## config.mk

```make
export PLATFORM = sky130hd
export DESIGN_NAME = jump_redirect_ctrl
export DESIGN_NICKNAME = d
export VERILOG_FILES = /design/src/rtl/jump_redirect_ctrl.sv
export SDC_FILE = /design/constraint.sdc
export NUM_CORES = 1
export LEC_CHECK = 0
export ABC_CLOCK_PERIOD_IN_PS = 1800
export CORE_ASPECT_RATIO = 1.2
export CORE_UTILIZATION = 44
export DETAILED_ROUTE_END_ITERATION = 12
export PLACE_DENSITY = 0.75
export SYNTH_ARGS = -nofsm -noshare
export SYNTH_HDL_FRONTEND = slang
export SYNTH_SLANG_ARGS = --single-unit
```

## constraint.sdc

```tcl
create_clock -name clk_i -period 1.8 [get_ports clk_i]
set_input_delay 0.18 -clock clk_i [delete_from_list [all_inputs] [get_ports clk_i]]
set_output_delay 0.18 -clock clk_i [all_outputs]
set_load 0.1 [all_outputs]
```

## src/rtl/jump_redirect_ctrl.sv

```systemverilog
// Redirect sequencer between EX/trap logic and fetch: latches a jump or trap target,
// offers it on a valid/ready handshake, then flushes IF/ID for FLUSH_CYCLES cycles.
module jump_redirect_ctrl #(
    parameter int ADDR_WIDTH   = 32,
    parameter int FLUSH_CYCLES = 2,
    parameter int CNT_WIDTH    = 16
) (
    input  logic                  clk_i,
    input  logic                  rst_i,
    input  logic                  jump_enable_i,
    input  logic [ADDR_WIDTH-1:0] jump_addr_i,
    input  logic                  trap_req_i,
    input  logic [ADDR_WIDTH-1:0] trap_addr_i,
    input  logic                  fetch_ready_i,
    output logic                  redirect_valid_o,
    output logic [ADDR_WIDTH-1:0] redirect_addr_o,
    output logic                  hold_o,
    output logic                  flush_o,
    output logic                  misalign_o,
    output logic [CNT_WIDTH-1:0]  jump_cnt_o
);

    typedef enum logic [1:0] {
        IDLE  = 2'd0,
        REQ   = 2'd1,
        FLUSH = 2'd2
    } state_t;

    typedef enum logic {
        KIND_JUMP = 1'b0,
        KIND_TRAP = 1'b1
    } kind_t;

    localparam logic [3:0]           FLUSH_LOAD = 4'(FLUSH_CYCLES);
    localparam logic [CNT_WIDTH-1:0] CNT_MAX    = '1;

    generate
        if (FLUSH_CYCLES < 1 || FLUSH_CYCLES > 15) begin : g_bad_flush
            $error("jump_redirect_ctrl: FLUSH_CYCLES must be within 1..15");
        end
    endgenerate

    state_t                  state;
    kind_t                   kind;
    logic [ADDR_WIDTH-1:0]   target_q;
    logic [ADDR_WIDTH-1:0]   trap_addr_pend;
    logic                    trap_pend;
    logic [3:0]              flush_cnt;
    logic [CNT_WIDTH-1:0]    jump_cnt;
    logic                    valid_q;
    logic                    hold_q;
    logic                    flush_q;
    logic                    misalign_q;

    logic                    jump_misaligned;

    assign jump_misaligned = (jump_addr_i[1:0] != 2'b00);

    // NOTE: every register here, including the address latches, is reset so that
    // an in-flight redirect is dropped cleanly and the outputs read 0 during reset.
    always_ff @(posedge clk_i or negedge rst_i) begin
        if (!rst_i) begin
            state          <= IDLE;
            kind           <= KIND_JUMP;
            target_q       <= '0;
            trap_addr_pend <= '0;
            trap_pend      <= 1'b0;
            flush_cnt      <= '0;
            jump_cnt       <= '0;
            valid_q        <= 1'b0;
            hold_q         <= 1'b0;
            flush_q        <= 1'b0;
            misalign_q     <= 1'b0;
        end else begin
            // NOTE: non-blocking assignments only; the default below is overridden
            // by later assignments in the same edge, which NBA ordering guarantees.
            misalign_q <= 1'b0;

            case (state)
                IDLE: begin
                    if (trap_req_i) begin
                        target_q <= trap_addr_i;
                        kind     <= KIND_TRAP;
                        state    <= REQ;
                        valid_q  <= 1'b1;
                        hold_q   <= 1'b1;
                        flush_q  <= 1'b1;
                    end else if (jump_enable_i && jump_misaligned) begin
                        misalign_q <= 1'b1;
                    end else if (jump_enable_i) begin
                        target_q <= jump_addr_i;
                        kind     <= KIND_JUMP;
                        state    <= REQ;
                        valid_q  <= 1'b1;
                        hold_q   <= 1'b1;
                        flush_q  <= 1'b1;
                    end
                end

                REQ: begin
                    // A trap never displaces the offered target; it waits its turn.
                    if (trap_req_i) begin
                        trap_pend      <= 1'b1;
                        trap_addr_pend <= trap_addr_i;
                    end
                    if (fetch_ready_i) begin
                        flush_cnt <= FLUSH_LOAD;
                        state     <= FLUSH;
                        valid_q   <= 1'b0;
                        hold_q    <= 1'b0;
                        flush_q   <= 1'b1;
                        if (kind == KIND_JUMP && jump_cnt != CNT_MAX) begin
                            jump_cnt <= jump_cnt + 1'b1;
                        end
                    end
                end

                FLUSH: begin
                    if (flush_cnt == 4'd1) begin
                        flush_cnt <= '0;
                        if (trap_req_i) begin
                            // A trap arriving on the last flush cycle is the newest one.
                            target_q  <= trap_addr_i;
                            kind      <= KIND_TRAP;
                            trap_pend <= 1'b0;
                            state     <= REQ;
                            valid_q   <= 1'b1;
                            hold_q    <= 1'b1;
                            flush_q   <= 1'b1;
                        end else if (trap_pend) begin
                            target_q  <= trap_addr_pend;
                            kind      <= KIND_TRAP;
                            trap_pend <= 1'b0;
                            state     <= REQ;
                            valid_q   <= 1'b1;
                            hold_q    <= 1'b1;
                            flush_q   <= 1'b1;
                        end else begin
                            state   <= IDLE;
                            flush_q <= 1'b0;
                        end
                    end else begin
                        flush_cnt <= flush_cnt - 4'd1;
                        if (trap_req_i) begin
                            trap_pend      <= 1'b1;
                            trap_addr_pend <= trap_addr_i;
                        end
                    end
                end

                default: begin
                    state   <= IDLE;
                    valid_q <= 1'b0;
                    hold_q  <= 1'b0;
                    flush_q <= 1'b0;
                end
            endcase
        end
    end

    assign redirect_valid_o = valid_q;
    assign redirect_addr_o  = target_q;
    assign hold_o           = hold_q;
    assign flush_o          = flush_q;
    assign misalign_o       = misalign_q;
    assign jump_cnt_o       = jump_cnt;

endmodule
```

==> reports/results.tsv, run 1 <==
metric	value	unit
# diodes	0	
r2r endpoint	redirect_addr_o[5]$_DFFE_PN0P_	
vias in the first global route	3587	
nets	607	
DR DRC count	0	
fraction of layout cells with a size suffix above 1	0.3974	
final core occ	0.6623	
DRT antenna net count	0	
Reg clk slew, reported paths	0.06	ns
drt wl/cell	16.42	um
Peak supply drop	1.530	mV
CP required	2.02	ns
max_slew headroom	0.6320	
Pleak	0.002929	uW
First-pass DRT Iterations	4	
total CTS buffers	9	
total global routing overflow	0	
worst hold path class	in2reg	
RSZ-0062 raised after global routing	true	
gr usage total	0.2124	
Slew Limit Fails	0	
IO Pins	121	
clock sinks	91	
skew final	0.005477	ns
die height	113.0	um
fmax	0.5355	GHz
Worst Path Arrival	2.09	ns
Core Area	10010	sq um
failing checks	setup timing	
Min-Delay Startpoint	trap_req_i	
via count	3501	
CP endpoint	redirect_addr_o[5]$_DFFE_PN0P_	
mapped cell area	4521	sq um
CP Launch Point	state[1]$_DFFE_PN0P_	
Fin. Hold Viols	0	
CTS Buffer Depth	2	
fin worst setup slack	-0.06753	ns
Initial Util	0.4516	
most frequent cells in the layout	dfrtp_1, buf_4, clkdlybuf4s50_1	
Clk Latency, worst-skew pair	0.34	ns
ratio of final minimum period to clock period	1.038	
routability cong.	0.7793	
outcome	finished, violations left	
initial antenna violation count	0	
area grow syn2layout	46.64	%
Ys Warns	0	
Seq/Total Area, Yosys	0.5037	
die width	94.53	um
PwrDens	2053	nW/um^2
placed cell area	5932	sq um
first-pass GRT wire length	17450	um
largest net degree at the start of global routing	61	
crit start category	flop	
Total Die Area	10690	sq um
Seq cells post-synth	91	
Worst Tran Pin Value	0.5520	ns
Iteration-0 DRC Markers	93	
Mapped Cells	383	
Final setup viols	60	
Tmin final	1.868	ns
reg2reg start	state[1]$_DFFE_PN0P_	
CTS tree	done	
vias per inst	5.289	
kind of critical path	reg2reg	
Worst Reg-to-Reg Cells	9	
routed wire length	10870	um
CP endpoint kind	flop	
HPWL after detailed placement	7352	um
critical path peak fanout	8	
H-tree Lvls	3	
fin area	6629	sq um
Design Power	13610	uW
Max Cap Viol	0	
average cell area after synthesis	11.80	sq um
Root Buffer	clkbuf_16	
Yosys cell types	45	
Rows	40	
number of I/O port buffers	120	
Net Count, Synth	459	
setup slack, reg-to-reg	-0.07	ns
## metrics by stage
step	TNS (ns)	std cells	worst slack [ns]	hold WS (ns)
CTS	-1.674	660	-0.05496	0.2149
floorplan	-0.3971	383	-0.01506	-0.1156
global placement	-1.599	631	-0.05860	0.09773
detailed placement	-2.092	631	-0.08022	0.1001
finish	-2.160	662	-0.06753	0.2270
global route	-6.503	662	-0.1333	0.2797
## worst min path at each step
stage                                      to  slack (ns)  cells after the start
finish                  trap_pend$_DFFE_PN0P_        0.23                      3
detailed placement  jump_cnt_o[6]$_DFFE_PN0P_        0.10                      1
global placement    jump_cnt_o[6]$_DFFE_PN0P_         0.1                      1
global route            trap_pend$_DFFE_PN0P_        0.28                      3
CTS                     trap_pend$_DFFE_PN0P_        0.21                      3
floorplan            flush_cnt[0]$_DFFE_PN0P_       -0.12                      0
## sequential cells by signal, summed over array words and instances (netlist names)
register / flops
redirect_addr_o: 32
misalign_o: 1
trap_addr_pend: 32
state: 2
hold_o: 1
flush_o: 1
jump_cnt_o: 16
flush_cnt: 4
trap_pend: 1
kind: 1
## kinds of logic after synthesis
kind of cell	synth area share
muxes	0.2400
xor gates and xnor gates	0.02519
adders and majority gates	0.01937
and+or+nand+nor	0.1071
DFF	0.5037
buffers and inverters	0.03598
AOI/OAI and AO/OA	0.06864
## area by class of cell
cell class                 instances  area (sq um)
inverter                          10         37.54
tap                              126         157.7
clock buffer                      12         256.5
fill                             775          3381
timing repair buffer             158          1485
multi-input combinational        261          2310
clock inverter                     4         72.57
sequential                        91          2310
## per-layer routing
layer | GRT usage | part of all wire | vias to the layer above
met5 | 0 | 0 | -
met4 | 0.09394 | 0.022 | 0
met3 | 0.03360 | 0.040 | 19
met2 | 0.3652 | 0.52 | 88
met1 | 0.2609 | 0.42 | 1735
li1 | - | - | 1659
## timing repair
item	in CTS	in global routing
setup buffers	13	3
gates resized for setup	21	40
cloned	1	0
pin swaps	4	4
hold endpoints to repair	20	0
hold buffers	1	0
setup endpoints to repair	40	73
## cells in the mapped netlist, drive strengths merged
cell type / n / area, sq um
a2111oi: 1 / 8.760
a211o: 1 / 8.760
a21boi: 1 / 18.77
a21o: 1 / 7.510
a21oi: 6 / 30.03
a22o: 3 / 26.28
a31oi: 2 / 12.51
a32oi: 1 / 8.760
and3: 4 / 25.02
and4bb: 1 / 12.51
buf: 15 / 102.6
clkbuf: 6 / 22.52
dfrtp: 91 / 2277
ha: 7 / 87.58
inv: 10 / 37.54
mux2: 67 / 754.5
mux2i: 33 / 330.3
nand2: 40 / 150.1
nand2b: 2 / 12.51
nand3: 6 / 30.03
nand3b: 1 / 11.26
nand4: 9 / 71.32
nand4b: 1 / 8.760
nand4bb: 1 / 11.26
nor2: 8 / 32.54
nor3: 5 / 25.02
nor3b: 3 / 22.52
nor4: 4 / 46.29
o2111ai: 1 / 8.760
o211ai: 1 / 7.510
o21a: 1 / 7.510
o21ai: 33 / 165.2
or2: 2 / 12.51
or3: 2 / 12.51
xnor2: 7 / 61.31
xor2: 6 / 52.55
## worst max-delay path, stage by stage (launching register included)
cell and delay, ns:
dfrtp_1 0.40, buf_6 0.13, ha_4 0.16, buf_6 0.12
inv_2 0.05, nand2_2 0.07, a21boi_4 0.22, buf_12 0.15
buf_12 0.14, mux2_4 0.31
## power by group
| part | switching [uW] | internal (uW) | leakage, uW |
|---|---|---|---|
| logic | 4970 | 3060 | 0.00169 |
| clock network | 754 | 1290 | 0.000159 |
| registers | 574 | 2960 | 0.00108 |
(Power assumes the default switching activity.)
==> run 2, diff against run 1 <==
--- a/config.mk
+++ b/config.mk
@@ -9,6 +9,7 @@
 export CORE_ASPECT_RATIO = 1.2
 export CORE_UTILIZATION = 44
 export DETAILED_ROUTE_END_ITERATION = 12
+export HOLD_SLACK_MARGIN = 0.15
 export PLACE_DENSITY = 0.75
 export SYNTH_ARGS = -nofsm -noshare
 export SYNTH_HDL_FRONTEND = slang
==> results of run 2 <==
No change in the layout: final DEF, timing and power equal those of run 1.
